[config.mk]
export PLATFORM = sky130hd
export DESIGN_NAME = mem_port_arbiter
export DESIGN_NICKNAME = d
export VERILOG_FILES = /design/src/rtl/mem_port_arbiter.sv
export SDC_FILE = /design/constraint.sdc
export NUM_CORES = 1
export LEC_CHECK = 0
export ABC_AREA = 1
export BUFFER_PORTS_ARGS = -buffer_cell sky130_fd_sc_hd__buf_2
export CAP_MARGIN = 20
export CORE_MARGIN = 1
export CORE_UTILIZATION = 42
export DETAILED_ROUTE_END_ITERATION = 16
export GPL_TIMING_DRIVEN = 0
export MAX_ROUTING_LAYER = met4
export PLACE_DENSITY = 0.78
export SLEW_MARGIN = 20
export SYNTH_ARGS = -nofsm -noshare
export SYNTH_HDL_FRONTEND = slang
export SYNTH_SLANG_ARGS = --single-unit
[constraint.sdc]
create_clock -name clk -period 1.26 [get_ports clk]
set_input_delay 0.063 -clock clk [delete_from_list [all_inputs] [get_ports clk]]
set_output_delay 0.063 -clock clk [all_outputs]
set_load 0.01 [all_outputs]
[src/rtl/mem_port_arbiter.sv]
// mem_port_arbiter
//   Shares one single-port synchronous RAM between two requesters: port 0
//   (accumulator controller reads) and port 1 (host loader writes/reads).
//   One transaction is in flight at a time and ties are broken round-robin.
//
// Handshake (both ports): the requester raises reqN and holds rwN/addrN/wdataN
//   stable until ackN. The arbiter latches the command when it grants, so a
//   req that drops before ack still completes and still gets its ack pulse.
//   ackN is a single-cycle completion pulse. rvalidN rides with ackN on reads
//   only, and rdata is valid while rvalidN is high. A req that is still high in
//   the cycle after ack is treated as a new request.
//
// Ports
//   clk, rst          clock (rising edge), asynchronous active-low reset
//   req0/1, rw0/1     request, 1 = read / 0 = write
//   addr0/1, wdata0/1 command address and write data
//   gnt0/1            granted port, high in ISSUE, WAIT and RESP
//   ack0/1, rvalid0/1 completion pulse, read-data-valid pulse
//   rdata             read data, held between reads
//   mem_en/rw/addr/wdata  RAM command; mem_en is high only in ISSUE
//   mem_rdata         RAM read data, valid RD_LAT cycles after mem_en
//   fsm_state         current FSM state (0 IDLE, 1 ISSUE, 2 WAIT, 3 RESP)
//
// RD_LAT must be 1..4. The WAIT down-counter is two bits wide.
module mem_port_arbiter #(
  parameter int AW     = 4,
  parameter int DW     = 8,
  parameter int RD_LAT = 1
) (
  input  logic          clk,
  input  logic          rst,
  input  logic          req0,
  input  logic          req1,
  input  logic          rw0,
  input  logic          rw1,
  input  logic [AW-1:0] addr0,
  input  logic [AW-1:0] addr1,
  input  logic [DW-1:0] wdata0,
  input  logic [DW-1:0] wdata1,
  output logic          gnt0,
  output logic          gnt1,
  output logic          ack0,
  output logic          ack1,
  output logic          rvalid0,
  output logic          rvalid1,
  output logic [DW-1:0] rdata,
  output logic          mem_en,
  output logic          mem_rw,
  output logic [AW-1:0] mem_addr,
  output logic [DW-1:0] mem_wdata,
  input  logic [DW-1:0] mem_rdata,
  output logic [1:0]    fsm_state
);

  typedef enum logic [1:0] {
    S_IDLE  = 2'd0,
    S_ISSUE = 2'd1,
    S_WAIT  = 2'd2,
    S_RESP  = 2'd3
  } state_t;

  localparam int CW = 2;

  state_t        state;
  state_t        state_nxt;
  logic          sel;        // granted port: 0 or 1
  logic          lat_rw;
  logic [AW-1:0] lat_addr;
  logic [DW-1:0] lat_wdata;
  logic          rr_last;    // port granted most recently
  logic [CW-1:0] cnt;
  logic [DW-1:0] rdata_q;
  logic          any_req;
  logic          pick;

  assign any_req = req0 | req1;
  // On a tie, the port that was not granted last time wins.
  // Otherwise the only requester wins.
  assign pick    = (req0 & req1) ? ~rr_last : req1;

  // State register
  always_ff @(posedge clk or negedge rst) begin
    if (!rst) state <= S_IDLE;
    else      state <= state_nxt;
  end

  // Next-state logic
  always_comb begin
    state_nxt = state;
    case (state)
      S_IDLE:  if (any_req) state_nxt = S_ISSUE;
      S_ISSUE: state_nxt = lat_rw ? S_WAIT : S_RESP;
      S_WAIT:  if (cnt == '0) state_nxt = S_RESP;
      S_RESP:  state_nxt = S_IDLE;
      default: state_nxt = S_IDLE;
    endcase
  end

  // Command latch, round-robin pointer, WAIT counter and read-data register
  always_ff @(posedge clk or negedge rst) begin
    if (!rst) begin
      sel       <= 1'b0;
      lat_rw    <= 1'b0;
      lat_addr  <= '0;
      lat_wdata <= '0;
      rr_last   <= 1'b1;
      cnt       <= '0;
      rdata_q   <= '0;
    end else begin
      case (state)
        S_IDLE: begin
          if (any_req) begin
            sel       <= pick;
            rr_last   <= pick;
            lat_rw    <= pick ? rw1    : rw0;
            lat_addr  <= pick ? addr1  : addr0;
            lat_wdata <= pick ? wdata1 : wdata0;
          end
        end
        S_ISSUE: cnt <= CW'(RD_LAT - 1);
        S_WAIT: begin
          // mem_rdata is valid in the last WAIT cycle, which is
          // RD_LAT cycles after the mem_en cycle.
          if (cnt == '0) rdata_q <= mem_rdata;
          else           cnt     <= cnt - 1'b1;
        end
        default: ;
      endcase
    end
  end

  // Outputs are decoded from state, so they clear together with the
  // asynchronous reset.
  always_comb begin
    gnt0      = (state != S_IDLE) & ~sel;
    gnt1      = (state != S_IDLE) &  sel;
    ack0      = (state == S_RESP) & ~sel;
    ack1      = (state == S_RESP) &  sel;
    rvalid0   = (state == S_RESP) & ~sel & lat_rw;
    rvalid1   = (state == S_RESP) &  sel & lat_rw;
    rdata     = rdata_q;
    mem_en    = (state == S_ISSUE);
    mem_rw    = lat_rw;
    mem_addr  = lat_addr;
    mem_wdata = lat_wdata;
    fsm_state = state;
  end

endmodule
# Yosys cells after proc, flatten, opt, wreduce, memory -nomap -nowiden
# Cells that the tools add are included.
# Widths: inputs -> output; s select.
# totals
elab_cells	43
ram_bits	0
reg_bits	27
out_inout_bits	30
mem_count	0
latchBits	0
rom_bits	0
# classes
n_lt_le_gt_ge	0
n_reduce_logical	8
n_addsub	1
bitwise	10
div	0
shifts	0
mux	10
n_eq_ne	6
multipliers	0
# ops
op	count
$mux 8	1
$pmux 2 s4	1
$reduce_and 2->1	4
$and 1x1->1	7
$mux 2	3
$ne 2x2->1 const B	3
$eq 2x2->1 const B	2
$logic_not 2->1	2
$mux 4	1
$pmux 2 s2	1
$reduce_bool 2->1	2
$mux 1	3
$eq 2x1->1 const B	1
$not 1->1	2
$sub 2x1->2 const B	1
$or 1x1->1	1

# Logic depth before layout (Yosys ltp)
# Gate-level depths: netlist of run 1.
# logic_depth
word_depth	3
ltp_mapped	8
depth_no_buf	8

# Least setup slack after synthesis of run 1
# OpenSTA, ideal clock, no wires.
# synth_timing
path_kind	reg-to-reg
from	reg state[0] (netlist: fsm_state[0])
to	reg lat_rw (netlist: mem_rw)
slack_ps	-154
required_time_ps	1143
path_stages_with_launch	9
setup_time_ps	117
t_arrival_ps	1297
path_cell_list	dfrtp_1 -> inv_1 -> ha_1 -> inv_2 -> nor2_8 -> inv_4 -> buf_6 -> nand2_1 -> nand2_1
# synth_via
elab_chain_len	2
# synth_lines
element	line_no	rtl
start: declaration	64	state_t state;
start signal: assignment	84	else state <= state_nxt;
$logic_not 2->1	110	case (state)
$reduce_and 2->1 (no source line)	--	
end signal: assignment	115	lat_rw <= pick ? rw1 : rw0;
end: declaration	67	logic lat_rw;
# No other way between the ends.
# A chain may end at the register's enable or synchronous reset.

# Worst setup path after layout of run 1
# layout_timing
from	reg state[0] (netlist: fsm_state[0])
to	out mem_en
# layout_via
elab_chain_len	1
# layout_lines
element	line_no	rtl
$eq 2x1->1	142	mem_en = (state == S_ISSUE);
end: declaration	47	output logic mem_en,
# No other way between the ends.

==> flow_results.xml, run 1 <==
<?xml version="1.0" encoding="UTF-8"?>
<metrics>
  <group name="global_routing">
    <metric name="global_route.overflow_total" unit="">0</metric>
    <metric name="grt_pass1_wl" unit="µm">5306</metric>
    <metric name="grt.total_usage" unit="">0.1962</metric>
    <metric name="antenna_found_initial" unit="">0</metric>
    <metric name="grt_pass1_vias" unit="">1231</metric>
    <metric name="largest_net_degree_at_the_start_of_global_routing" unit="">28</metric>
  </group>
  <group name="synth">
    <metric name="synth_seq_cells" unit="">27</metric>
    <metric name="dominantRegCellSynth" unit="">dfrtp_1</metric>
    <metric name="synth_enable_flop_cells" unit="">0</metric>
    <metric name="synth_cells" unit="">187</metric>
    <metric name="syn_avg_cell_area" unit="µm²">7.942</metric>
    <metric name="netlist-cell-type-count" unit="">20</metric>
    <metric name="ys_seq_area_frac" unit="">0.4558</metric>
    <metric name="synth_area" unit="mm²">0.001485</metric>
    <metric name="ys_async_rst_share" unit="">1.000</metric>
    <metric name="syn_nets" unit="">230</metric>
    <metric name="synthesis_warnings" unit="">0</metric>
  </group>
  <group name="timing">
    <metric name="unrepaired_setup_endpoints_after_global_routing" unit="">true</metric>
    <metric name="final.min_clock_period" unit="ns">1.361</metric>
    <metric name="fin_ws" unit="ns">-0.1010</metric>
    <metric name="slew_headroom" unit="">0.5877</metric>
    <metric name="finClkSkew" unit="ns">0.006813</metric>
    <metric name="post-route-period-util" unit="">1.080</metric>
    <metric name="worst_slew_pin_slew" unit="ns">0.6185</metric>
    <metric name="setup_total_negative_slack" unit="ns">-1.304</metric>
    <metric name="report.final.setup_viol" unit="">22</metric>
    <metric name="max_freq" unit="MHz">734.8</metric>
    <metric name="finalMaxSlewViolations" unit="">0</metric>
    <metric name="finalHoldViolCount" unit="">0</metric>
  </group>
  <group name="worst_setup_path">
    <metric name="arr_time_crit_path" unit="ns">1.30</metric>
    <metric name="timing.rr.end" unit="">mem_wdata[5]$_DFFE_PN0P_</metric>
    <metric name="critical_path_peak_fanout" unit="">5</metric>
    <metric name="startpoint_type" unit="">flip-flop</metric>
    <metric name="worst_ep_required_time" unit="ns">1.20</metric>
    <metric name="timing.setup.critical_path_class" unit="">reg -&gt; out</metric>
    <metric name="ff2ff_setup_slack" unit="ns">-0.08</metric>
    <metric name="setup.worst_path.end_class" unit="">output pin</metric>
    <metric name="critical_path.reg2reg.startpoint" unit="">fsm_state[0]$_DFFE_PN0P_</metric>
    <metric name="r2r.worst_path.cells" unit="">7</metric>
  </group>
  <group name="die">
    <metric name="die_width" unit="µm">61.47</metric>
    <metric name="placementRows" unit="">21</metric>
    <metric name="floorplan.die_area" unit="mm²">0.003778</metric>
    <metric name="die_span_y" unit="µm">61.47</metric>
    <metric name="core_region_area" unit="mm²">0.003363</metric>
    <metric name="start_util" unit="">0.4416</metric>
    <metric name="num_io_pins" unit="">68</metric>
  </group>
  <group name="cells_and_area">
    <metric name="layout_cell_share_with_drive_strength_beyond_1" unit="">0.4892</metric>
    <metric name="post-route-util" unit="">0.6905</metric>
    <metric name="antenna_cells" unit="">0</metric>
    <metric name="area_growth" unit="%">56.36</metric>
    <metric name="finalNetCount" unit="">322</metric>
    <metric name="layout_commonest_cell" unit="">buf_2</metric>
    <metric name="most-common-layout-cells" unit="">buf_2 (66), nand2_1 (54), dfrtp_1 (24)</metric>
  </group>
  <group name="power">
    <metric name="power_per_unit_of_standard_cell_area" unit="mW/mm²">2165</metric>
    <metric name="worst_ir_drop_vdd" unit="V">0.001215</metric>
    <metric name="p_leak" unit="nW">1.259</metric>
    <metric name="design_power_total" unit="mW">5.028</metric>
  </group>
  <group name="clocking">
    <metric name="tritoncts.num_buffers" unit="">3</metric>
    <metric name="clkLatencyLatePin" unit="ns">0.34</metric>
    <metric name="clockRootBuffer" unit="">clkbuf_4</metric>
    <metric name="cts_sinks" unit="">27</metric>
    <metric name="clk_pin_slew" unit="ns">0.16</metric>
    <metric name="cts_tree" unit="">done</metric>
    <metric name="cts_htree_levels" unit="">1</metric>
    <metric name="cts_buffer_depth" unit="">2</metric>
  </group>
  <group name="placement">
    <metric name="port-buffer-count" unit="">66</metric>
    <metric name="post-dp-hpwl" unit="µm">2443</metric>
    <metric name="placement.setup.worst_slack" unit="ns">-0.09632</metric>
    <metric name="finalWeightedCongestion" unit="">0.8006</metric>
  </group>
  <group name="drt">
    <metric name="detail-route-antenna-nets" unit="">0</metric>
    <metric name="finalWirelength" unit="µm">3723</metric>
    <metric name="route.vias.total" unit="">1505</metric>
    <metric name="drt_first_iter_violations" unit="">65</metric>
    <metric name="count_of_unresolved_drc_violations_after_routing" unit="">0</metric>
    <metric name="vias_per_cell" unit="">4.645</metric>
    <metric name="drt_first_pass_iters" unit="">4</metric>
    <metric name="avgRoutedWirePerCell" unit="µm">11.49</metric>
  </group>
  <group name="status">
    <metric name="status" unit="">finished with violations</metric>
    <metric name="violated_checks" unit="">negative setup slack</metric>
  </group>
  <group name="min_path">
    <metric name="hold_path_class" unit="">in -&gt; reg</metric>
    <metric name="hold_path_startpoint" unit="">addr0[3]</metric>
    <metric name="hold_path_depth" unit="">5</metric>
    <metric name="timing.hold.worst_endpoint" unit="">mem_addr[3]$_DFFE_PN0P_</metric>
  </group>
  <group name="job">
    <metric name="cap_violations" unit="">0</metric>
  </group>
</metrics>
==> routing by layer <==
metal,global-route usage,vias to the layer above,share of wire
li1,-,772,-
met1,0.2386,693,0.44
met2,0.3339,36,0.51
met3,0.03992,4,0.047
met4,0.04762,0,0.0091
met5,-,-,0
==> stage by stage <==
stage	cell area [µm²]	hold WS, ns	instances
CTS	2110	0.003278	320
finish	2322	0.001215	324
detailed placement	1894	0.1111	299
global route	2322	0.01136	324
global placement	1894	0.1019	299
floorplan	1506	-0.2326	187
==> layout make-up <==
type,count,area (µm²)
Clock inverter,1,7.507
Inverter,25,101.3
Buffer,7,60.06
Timing Repair Buffer,88,585.6
Sequential cell,27,679.4
Tap cell,46,57.56
Fill cell,297,1041
Multi-Input combinational cell,127,808.3
Clock buffer,3,22.52
==> synth_stat cells, types with 2 or more instances <==
cell type	number	area (µm²)
buf_2	5	25.02
buf_6	2	22.52
dfrtp_1	26	650.6
ha_1	5	62.56
inv_1	23	86.33
nand2_1	69	259.0
nand2_2	2	12.51
nand3_1	21	105.1
nand3_2	4	40.04
nand3b_1	13	97.59
nor2_1	5	18.77
o21ai_0	4	20.02
==> critical path, stage by stage (launching register included) <==
cell and delay (ns):
dfrtp_2 0.50, buf_4 0.17, ha_4 0.17, buf_6 0.12
==> state kept, by name, summed over array words and instances (netlist names) <==
name       count
mem_wdata      8
rdata          8
mem_addr       4
cnt            2
fsm_state      2
mem_rw         1
rr_last        1
sel            1
==> worst max-delay path by stage <==
stage	from	endpoint	slack, ns	cells past startpoint
CTS	fsm_state[0]$_DFFE_PN0P_	gnt0	-0.06	4
detailed placement	fsm_state[0]$_DFFE_PN0P_	mem_wdata[5]$_DFFE_PN0P_	-0.1	8
global route	fsm_state[0]$_DFFE_PN0P_	gnt0	-0.16	4
finish	fsm_state[0]$_DFFE_PN0P_	mem_en	-0.10	3
floorplan	fsm_state[0]$_DFFE_PN0P_	cnt[0]$_DFFE_PN0P_	0.002	7
global placement	fsm_state[0]$_DFFE_PN0P_	mem_addr[0]$_DFFE_PN0P_	-0.08	8
==> cells by family after synthesis <==
kind of cell,count (synthesis),share of synthesized area
compound gates,5,0.01685
fa+ha+maj,5,0.04212
buf+inv,33,0.1019
flops,27,0.4558
simple gates,117,0.3833
==> power by group <==
part / internal (mW) / switching [mW]
combinational: 1.46 / 1.56
sequential: 1.29 / 0.319
clock: 0.122 / 0.283
total: 2.87 / 2.16
==> what timing repair did <==
item	in CTS	in global routing
gates cloned	0	1
endpoints found under the setup margin	22	35
hold endpoints to repair	34	0
buffers inserted	9	3
hold buffers	9	0
pin swaps	7	2
gates resized for setup	11	42
No activity file was read; power rests on OpenSTA's default activity.
==> run 2, diff against run 1 <==
--- a/config.mk
+++ b/config.mk
@@ -13,7 +13,7 @@
 export DETAILED_ROUTE_END_ITERATION = 16
 export GPL_TIMING_DRIVEN = 0
 export MAX_ROUTING_LAYER = met4
-export PLACE_DENSITY = 0.78
+export PLACE_DENSITY = 0.76
 export SLEW_MARGIN = 20
 export SYNTH_ARGS = -nofsm -noshare
 export SYNTH_HDL_FRONTEND = slang
==> flow_results.xml, run 2 (synthesized netlist as in run 1, its figures left out) <==
<?xml version="1.0" encoding="UTF-8"?>
<metrics>
  <group name="clocking">
    <metric name="cts_buffer_depth" unit="">2</metric>
    <metric name="cts_tree" unit="">done</metric>
    <metric name="tritoncts.num_buffers" unit="">3</metric>
    <metric name="cts_htree_levels" unit="">1</metric>
    <metric name="clk_pin_slew" unit="ns">0.14</metric>
    <metric name="clockRootBuffer" unit="">clkbuf_4</metric>
    <metric name="cts_sinks" unit="">27</metric>
    <metric name="clkLatencyLatePin" unit="ns">0.32</metric>
  </group>
  <group name="status">
    <metric name="status" unit="">finished with violations</metric>
    <metric name="violated_checks" unit="">negative setup slack</metric>
  </group>
  <group name="worst_setup_path">
    <metric name="critical_path_max_stage_delay" unit="ns">0.49</metric>
    <metric name="path_cells" unit="">inv_4 -&gt; ha_4 -&gt; inv_4 -&gt; nor2_8 -&gt; clkbuf_16 -&gt; nand3_2 -&gt; nand2_1</metric>
    <metric name="worst_setup_path_startpoint" unit="">fsm_state[0]$_DFFE_PN0P_</metric>
    <metric name="startpoint_type" unit="">flip-flop</metric>
    <metric name="arr_time_crit_path" unit="ns">1.59</metric>
    <metric name="setup.worst_path.end_class" unit="">flip-flop</metric>
    <metric name="critical_path.reg2reg.startpoint" unit="">fsm_state[0]$_DFFE_PN0P_</metric>
    <metric name="critPathSlowestCell" unit="">dfrtp_2</metric>
    <metric name="family_of_cells_with_the_greatest_summed_delay_on_the_critical_path" unit="">flip-flops</metric>
    <metric name="timing.setup.critical_path_class" unit="">reg -&gt; reg</metric>
    <metric name="worst_ep_required_time" unit="ns">1.52</metric>
    <metric name="critPathBufInv" unit="">3</metric>
    <metric name="critical_path_peak_fanout" unit="">5</metric>
    <metric name="critPathMostFrequentCell" unit="">inv_4</metric>
  </group>
  <group name="drt">
    <metric name="route.vias.total" unit="">1513</metric>
    <metric name="drt_first_pass_iters" unit="">4</metric>
    <metric name="drt_first_iter_violations" unit="">93</metric>
    <metric name="count_of_unresolved_drc_violations_after_routing" unit="">0</metric>
    <metric name="avgRoutedWirePerCell" unit="µm">12.02</metric>
    <metric name="vias_per_cell" unit="">4.699</metric>
    <metric name="finalWirelength" unit="µm">3872</metric>
    <metric name="detail-route-antenna-nets" unit="">0</metric>
  </group>
  <group name="placement">
    <metric name="post_dp_cell_area" unit="mm²">0.001894</metric>
    <metric name="placement.setup.worst_slack" unit="ns">-0.08416</metric>
    <metric name="post-dp-hpwl" unit="µm">2479</metric>
    <metric name="port-buffer-count" unit="">66</metric>
    <metric name="finalWeightedCongestion" unit="">0.8357</metric>
  </group>
  <group name="timing">
    <metric name="final.min_clock_period" unit="ns">1.330</metric>
    <metric name="slew_headroom" unit="">0.5971</metric>
    <metric name="unrepaired_setup_endpoints_after_global_routing" unit="">true</metric>
    <metric name="finClkSkew" unit="ns">0.004076</metric>
    <metric name="fin_ws" unit="ns">-0.06958</metric>
    <metric name="finalHoldViolCount" unit="">0</metric>
    <metric name="max_freq" unit="MHz">752.1</metric>
    <metric name="finalMaxSlewViolations" unit="">0</metric>
    <metric name="post-route-period-util" unit="">1.055</metric>
    <metric name="worst_slew_pin_slew" unit="ns">0.6043</metric>
    <metric name="report.final.setup_viol" unit="">25</metric>
  </group>
  <group name="die">
    <metric name="start_util" unit="">0.4416</metric>
    <metric name="num_io_pins" unit="">68</metric>
    <metric name="die_span_y" unit="µm">61.47</metric>
    <metric name="placementRows" unit="">21</metric>
    <metric name="die_width" unit="µm">61.47</metric>
    <metric name="core_region_area" unit="mm²">0.003363</metric>
    <metric name="floorplan.die_area" unit="mm²">0.003778</metric>
  </group>
  <group name="cells_and_area">
    <metric name="layout_commonest_cell" unit="">buf_2</metric>
    <metric name="post-route-util" unit="">0.6615</metric>
    <metric name="layout_cell_share_with_drive_strength_beyond_1" unit="">0.4457</metric>
    <metric name="area_growth" unit="%">49.79</metric>
    <metric name="final_design_area_no_fill" unit="mm²">0.002225</metric>
    <metric name="finalNetCount" unit="">320</metric>
    <metric name="antenna_cells" unit="">0</metric>
    <metric name="number_of_fill_cells" unit="">315</metric>
    <metric name="most-common-layout-cells" unit="">buf_2 (68), nand2_1 (65), dfrtp_1 (24)</metric>
  </group>
  <group name="power">
    <metric name="p_leak" unit="nW">1.231</metric>
    <metric name="design_power_total" unit="mW">4.700</metric>
    <metric name="worst_ir_drop_vdd" unit="V">0.001143</metric>
    <metric name="power_per_unit_of_standard_cell_area" unit="mW/mm²">2113</metric>
  </group>
  <group name="global_routing">
    <metric name="grt_pass1_wl" unit="µm">5678</metric>
    <metric name="grt.total_usage" unit="">0.2118</metric>
    <metric name="largest_net_degree_at_the_start_of_global_routing" unit="">28</metric>
    <metric name="global_route.overflow_total" unit="">0</metric>
    <metric name="antenna_found_initial" unit="">0</metric>
    <metric name="grt_pass1_vias" unit="">1317</metric>
  </group>
  <group name="min_path">
    <metric name="hold_path_startpoint" unit="">wdata0[0]</metric>
    <metric name="hold_path_class" unit="">in -&gt; reg</metric>
  </group>
  <group name="job">
    <metric name="cap_violations" unit="">0</metric>
  </group>
</metrics>
[run 2: final cells by class]
type | instances | area [µm²] | share of cell area
timing repair buffer | 86 | 539.3 | 0.2424
inverter | 25 | 103.9 | 0.04668
multi-input combinational | 127 | 758.2 | 0.3408
clock buffer | 4 | 26.28 | 0.01181
tap | 46 | 57.56 | 0.02587
buffer | 7 | 60.06 | 0.02700
sequential | 27 | 679.4 | 0.3054
[run 2: metrics by stage]
step           TNS (ns)  hold WS [ns]  instances
2_1_floorplan         0       -0.2326        187
3_3_place_gp    -0.6664        0.1118        299
3_5_place_dp    -0.9275        0.1118        299
4_1_cts         -0.5572       0.01333        321
5_1_grt          -2.840       0.03695        322
6_report        -0.9612       0.03547        322
[run 2: final timing paths]
| path | end | slack (ns) | depth (start not counted) |
|---|---|---|---|
| worst max-delay path | mem_wdata[2]$_DFFE_PN0P_ | -0.07 | 7 |
| worst min-delay path | mem_wdata[0]$_DFFE_PN0P_ | 0.04 | 5 |
| worst max register to register | mem_wdata[2]$_DFFE_PN0P_ | -0.07 | 7 |
| worst min register to register | mem_addr[0]$_DFFE_PN0P_ | 0.48 | 2 |
| max in group asynchronous | fsm_state[1]$_DFFE_PN0P_ | 0.57 | 2 |
| min in group asynchronous | mem_wdata[4]$_DFFE_PN0P_ | 0.27 | 2 |
[run 2: routing by layer]
metal,GRT usage,share of wire,vias up
met5,-,0,-
met4,0.07619,0.014,0
met3,0.02731,0.033,6
met2,0.3587,0.52,37
met1,0.2592,0.43,711
li1,-,-,759
[run 2: worst reg2reg max path, cell delays in order, from the launching register on]
cell and delay [ns]:
dfrtp_2 0.49, inv_4 0.09, ha_4 0.18, inv_4 0.06, nor2_8 0.16, clkbuf_16 0.18, nand3_2 0.06, nand2_1 0.06
[run 2: report_power, final]
| part | total (mW) | internal (mW) | leakage, nW | switching, mW |
|---|---|---|---|---|
| sequential | 1.58 | 1.29 | 0.329 | 0.288 |
| clock | 0.368 | 0.124 | 0.0150 | 0.244 |
| combinational | 2.75 | 1.27 | 0.887 | 1.49 |
[run 2: what timing repair did]
item	in CTS	in global routing
resized for setup	11	23
hold buffers	9	0
pin swaps	10	17
hold endpoints to repair	34	0
setup buffers	10	0
endpoints found under the setup margin	22	34
cloned	0	1
